===== src/rtl/mem_port_sequencer.sv =====
// Initiator side of the shared instruction/data memory port: arbitrates IF fetches
// against MEM loads/stores, registers fetched words and extended load data.
module mem_port_sequencer #(
    parameter int ADDR_W       = 6,
    parameter int STARVE_LIMIT = 4
) (
    input  logic              clk,
    input  logic              rst_n,
    input  logic              if_req_i,
    input  logic [ADDR_W-1:0] if_addr_i,
    output logic              if_ack_o,
    output logic              if_valid_o,
    output logic [31:0]       if_instr_o,
    output logic              fetch_stall_o,
    input  logic              d_req_i,
    input  logic              d_we_i,
    input  logic [2:0]        d_funct3_i,
    input  logic [ADDR_W+1:0] d_addr_i,
    input  logic [31:0]       d_wdata_i,
    output logic              d_ack_o,
    output logic              d_rvalid_o,
    output logic [31:0]       d_rdata_o,
    output logic              d_misalign_o,
    output logic [ADDR_W-1:0] mem_addr_o,
    output logic              mem_read_o,
    output logic              mem_write_o,
    output logic [2:0]        mem_funct3_o,
    output logic [31:0]       mem_wdata_o,
    input  logic [31:0]       mem_rdata_i
);

    localparam int SW = $clog2(STARVE_LIMIT + 1);
    localparam logic [SW-1:0] LIMIT_C = SW'(STARVE_LIMIT);

    logic [SW-1:0] starve_q, starve_d;
    logic          if_valid_q, d_rvalid_q, d_misalign_q;
    logic [31:0]   if_instr_q, d_rdata_q;

    logic grant_d_s, grant_f_s, misalign_s, aligned_d_s;

    function automatic logic [31:0] extend_load(input logic [2:0]  f3,
                                                input logic [1:0]  o,
                                                input logic [31:0] w);
        logic [7:0]  b;
        logic [15:0] h;
        b = w[{o, 3'b000} +: 8];
        h = o[1] ? w[31:16] : w[15:0];
        case (f3)
            3'b000:  extend_load = {{24{b[7]}}, b};
            3'b100:  extend_load = {24'h000000, b};
            3'b001:  extend_load = {{16{h[15]}}, h};
            3'b101:  extend_load = {16'h0000, h};
            default: extend_load = w;
        endcase
    endfunction

    // Arbitration, misalignment detection and memory-port steering.
    always_comb begin
        grant_d_s  = d_req_i && !(if_req_i && (starve_q == LIMIT_C));
        grant_f_s  = if_req_i && !grant_d_s;
        case (d_funct3_i)
            3'b001, 3'b101: misalign_s = d_addr_i[0];
            3'b010:         misalign_s = (d_addr_i[1:0] != 2'b00);
            default:        misalign_s = 1'b0;
        endcase
        aligned_d_s = grant_d_s && !misalign_s;

        if_ack_o      = grant_f_s;
        fetch_stall_o = if_req_i && !grant_f_s;
        d_ack_o       = grant_d_s;
        mem_read_o    = aligned_d_s && !d_we_i;
        mem_write_o   = aligned_d_s && d_we_i && rst_n;
        mem_wdata_o   = d_wdata_i;
        if (aligned_d_s) begin
            mem_addr_o   = d_addr_i[ADDR_W+1:2];
            mem_funct3_o = d_funct3_i;
        end else begin
            mem_addr_o   = if_addr_i;
            mem_funct3_o = 3'b000;
        end
    end

    // Fetch-starvation counter next state.
    always_comb begin
        if (grant_f_s || !if_req_i) begin
            starve_d = '0;
        end else if (grant_d_s && (starve_q != LIMIT_C)) begin
            starve_d = starve_q + SW'(1);
        end else begin
            starve_d = starve_q;
        end
    end

    // Result registers: one-cycle pulses for valid/misalign, data words hold when idle.
    always_ff @(posedge clk or negedge rst_n) begin
        if (!rst_n) begin
            starve_q     <= '0;
            if_valid_q   <= 1'b0;
            if_instr_q   <= 32'h0000_0000;
            d_rvalid_q   <= 1'b0;
            d_rdata_q    <= 32'h0000_0000;
            d_misalign_q <= 1'b0;
        end else begin
            starve_q     <= starve_d;
            if_valid_q   <= grant_f_s;
            d_rvalid_q   <= aligned_d_s && !d_we_i;
            d_misalign_q <= grant_d_s && misalign_s;
            if (grant_f_s) begin
                if_instr_q <= mem_rdata_i;
            end
            if (aligned_d_s && !d_we_i) begin
                d_rdata_q <= extend_load(d_funct3_i, d_addr_i[1:0], mem_rdata_i);
            end
        end
    end

    assign if_valid_o   = if_valid_q;
    assign if_instr_o   = if_instr_q;
    assign d_rvalid_o   = d_rvalid_q;
    assign d_rdata_o    = d_rdata_q;
    assign d_misalign_o = d_misalign_q;

endmodule

===== config.mk =====
export PLATFORM = sky130hd
export DESIGN_NAME = mem_port_sequencer
export DESIGN_NICKNAME = d
export VERILOG_FILES = /design/src/rtl/mem_port_sequencer.sv
export SDC_FILE = /design/constraint.sdc
export NUM_CORES = 1
export LEC_CHECK = 0
export ABC_AREA = 0
export BUFFER_PORTS_ARGS = -buffer_cell sky130_fd_sc_hd__buf_2
export CAP_MARGIN = 10
export CORE_MARGIN = 4
export CORE_UTILIZATION = 40
export CTS_BUF_LIST = sky130_fd_sc_hd__clkbuf_2 sky130_fd_sc_hd__clkbuf_4 sky130_fd_sc_hd__clkbuf_8
export CTS_CLUSTER_SIZE = 20
export DETAILED_ROUTE_END_ITERATION = 6
export PLACE_DENSITY = 0.73
export SYNTH_ARGS = -nofsm -noshare
export SYNTH_HDL_FRONTEND = slang
export SYNTH_SLANG_ARGS = --single-unit

===== constraint.sdc =====
create_clock -name clk -period 2.2 [get_ports clk]
set_input_delay 0.11 -clock clk [delete_from_list [all_inputs] [get_ports clk]]
set_output_delay 0.11 -clock clk [all_outputs]
set_load 0.05 [all_outputs]

==> summary.md <==
| Metric | Value |
|---|---|
| R2R depth | `7` |
| Total grt overflow | `0` |
| Crit path buffers/inverters | `2` |
| Syn_area_per_cell | `11.0 um^2` |
| Final Hold Fails | `0` |
| Dominant cell type by area after synthesis | `dfrtp_1` |
| CTS tree | `yes` |
| RSZ-0062 raised after global routing | `false` |
| Worst-Skew Late Latency | `0.34 ns` |
| Clk_skew | `0.00859 ns` |
| Rel. slew slack | `55.1%` |
| Final Instance Count excl. Fillers | `548` |
| Core Region | `8810 um^2` |
| # DRC | `0` |
| Proportion of synthesized area in mux cells | `19.4%` |
| Yosys cell types | `40` |
| Hold-critical path depth | `2` |
| Adder-cell share of the synthesized area | `0.685%` |
| Initial core utilization | `41.5%` |
| DR iter-0 viols | `194` |
| Routed len/inst | `18.1 um` |
| Fillers | `828` |
| Area Growth Syn to Fin | `20.9%` |
| Synth Area in XOR/XNOR | `0.240%` |
| CP peak stage delay | `0.38 ns` |
| Fin nets | `523` |
| Vias post-DR | `2869` |
| Vias per cell | `5.24` |
| YS warnings | `0` |
| Area of the mapped netlist | `3650 um^2` |
| Fmax | `0.485 GHz` |
| RR Endpoint | `if_instr_o[8]` |
| Maximum buffer depth of the clock tree | `2` |
| Tmin final | `2.06 ns` |
| IO buf count | `134` |
| P per Cell Area | `952 nW/um^2` |
| First-pass GRT wire length | `15900 um` |
| Fin crit share | `93.8%` |
| CP startpoint kind | `flip-flop` |
| Clk pin slew, worst setup/hold paths | `0.08 ns` |
| CP top delay family | `simple AND/OR/NAND/NOR gates` |
| Max Cap Viol | `0` |
| Top cell type's share of synthesized area | `48.0%` |
| Simple-gate share of the synthesized area | `7.47%` |
| Number of buffers created by CTS | `9` |
| Final Setup Violations | `0` |
| CP arrival | `1.95 ns` |
| Die W | `104 um` |
| Fin. max-slew vios | `0` |
| Post-Syn Instances | `333` |
| Vias in the first global route | `2940` |
| Outcome | `completed` |
| Critical-path maximum fanout | `7` |
| Setup Crit Path Kind | `reg -> out` |
| Final Wtd Congestion | `0.773` |
| Compound-cell area share of the yosys netlist | `12.6%` |
| # IOs | `199` |
| RR Startpoint | `starve_q[0]` |
| TritonRoute pass-1 iters | `5` |
| Dpl hpwl | `7510 um` |
| Min-delay worst type | `in -> reg` |
| R2r setup slk | `0.40 ns` |
| Total track usage | `18.3%` |
| Largest net degree at the start of global routing | `40` |
| Hold Path Origin | `mem_rdata_i[1]` |
| Cell breakdown of the critical path | `inv_1 > ha_1 > nand3_1 > nand2_4 > nor2_4 > mux2_2 > buf_2` |
| Register area | `1750 um^2` |
| Largest family of logic cells by synthesized area | `multiplexers` |
| Die ar. | `10700 um^2` |
| Root buffer cell | `clkbuf_8` |
| Maximum vdd drop | `0.000415 V` |
| Hold EP | `if_instr_o[1]` |
| Register bit total from synthesis | `70` |
| Fin Hold WS | `0.0224 ns` |
| Die span in y | `104 um` |
| Util after Layout | `50.1%` |
| Net Count, Synth | `421` |
| Worst Tran Pin Value | `0.673 ns` |
| Antenna cells | `0` |
| Layout cells sized above 1 | `47.7%` |
| Std cell rows | `34` |
| Routed Antenna Nets | `0` |
| Cell Count Post-Placement | `531` |
| Synth top area cells | `dfrtp_1, mux2_2, buf_4` |
| Worst EP required | `2.09 ns` |
| Crit. End Element | `output pin` |
| Setup tns final | `0 ns` |
| Leakage | `2.15 nW` |
| CP max stage cell | `dfrtp_1` |
| Routed Wire Length | `9930 um` |
| Clk sinks | `70` |
| Register area share after synthesis | `48.0%` |
| Area of the multi-input gates | `1490 um^2` |
| H-tree lvl count | `3` |
| Initial antenna violation count | `0` |
flip-flops by register name, summed over array words and instances, names as in the netlist:
| name | flops |
|---|---|
| d_misalign_o | 1 |
| starve_q | 3 |
| if_instr_o | 32 |
| if_valid_o | 1 |
| d_rvalid_o | 1 |
| d_rdata_o | 32 |
Yosys cell counts (all sizes together):
cell,count
nand3,1
and3,4
or2,1
xnor2,1
or3,2
nor3,2
or3b,1
a211oi,1
a32oi,1
inv,16
o211ai,1
clkbuf,8
o32ai,1
mux2i,20
o21bai,1
nand2b,4
o21ai,1
a22oi,6
o22ai,7
a32o,1
a31oi,16
buf,46
and2,1
and3b,1
nor2b,5
o2bb2ai,2
mux2,43
nand2,26
mux4,1
o221ai,1
a221o,1
nor2,6
dfrtp,70
ha,2
a21oi,31
a221oi,1
power by group:
part	total [W]	switching, W	internal (W)
Combinational	0.00162	0.00120	0.000415
Clock	0.000987	0.000476	0.000511
Sequential	0.00160	0.000105	0.00150
worst max-delay path by stage:
stage	depth (start not counted)	end	start	slack (ns)
6_report	7	mem_addr_o[0]	starve_q[0]	0.14
5_1_grt	7	mem_addr_o[5]	starve_q[0]	0.02
4_1_cts	7	mem_addr_o[1]	starve_q[0]	0.004
3_5_place_dp	7	mem_addr_o[1]	starve_q[0]	0.32
3_3_place_gp	7	mem_addr_o[1]	starve_q[0]	0.38
2_1_floorplan	5	mem_funct3_o[1]	starve_q[0]	0.16
metal layers:
metal / vias to the layer above / wire length, um / GRT usage (%) / part of all wire (%)
li1: 1352 / - / - / -
met3: 16 / 583 / 4.85 / 5.9
met1: 1400 / 4310 / 23.7 / 43
met4: 0 / 218 / 7.31 / 2.2
met5: - / 0 / 0 / 0
met2: 101 / 4820 / 29.4 / 49
final cells by class:
class                   instances  area share [%]
flip-flops and latches         70            39.7
inverters                      16            1.36
clock inverters                 3           0.397
clock buffers                  13            3.91
repair buffers                145            17.9
multi-input cells             193            33.7
well taps                     108            3.06
repair_timing:
action,4_1_cts,5_1_grt
resized for setup,2,4
setup endpoints to repair,6,8
hold endpoints to repair,37,0
setup buffers,0,0
pin swaps,0,2
hold buffers,1,0
cells in the final DEF (no fill, tap or decap), types with 2 or more instances in the layout:
master | netlist | final
a21oi_1 | 31 | 31
a22oi_1 | 6 | 6
a31oi_1 | 16 | 16
and3_1 | 4 | 4
buf_12 | 0 | 2
buf_2 | 9 | 130
buf_4 | 34 | 10
clkbuf_4 | 0 | 3
clkbuf_8 | 0 | 12
clkinv_2 | 0 | 2
dfrtp_1 | 70 | 70
ha_1 | 2 | 2
inv_1 | 16 | 16
mux2_2 | 43 | 43
mux2i_1 | 20 | 20
nand2_1 | 26 | 25
nand2b_1 | 4 | 4
nor2_1 | 5 | 5
nor2b_1 | 5 | 5
o22ai_1 | 7 | 7
o2bb2ai_1 | 2 | 2
or3_1 | 2 | 2
stage by stage:
stage               area, um^2  worst slack, ns  total power [W]
global route              4420           0.0182          0.00440
floorplan                 3650            0.165          0.00295
CTS                       4400          0.00382          0.00424
detailed placement        4200            0.317          0.00325
global placement          4200            0.385          0.00322
finish                    4420            0.137          0.00420
cells by family (layout without fill, tap and decap cells):
| kind of cell | count (synthesis) | count (layout) |
|---|---|---|
| compound gates | 72 | 72 |
| flops | 70 | 70 |
| mux | 64 | 64 |
| xor+xnor | 1 | 1 |
| simple gates | 54 | 54 |
| fa+ha+maj | 2 | 2 |
| buf+inv | 70 | 177 |
Power figures use the tool's default switching activity.
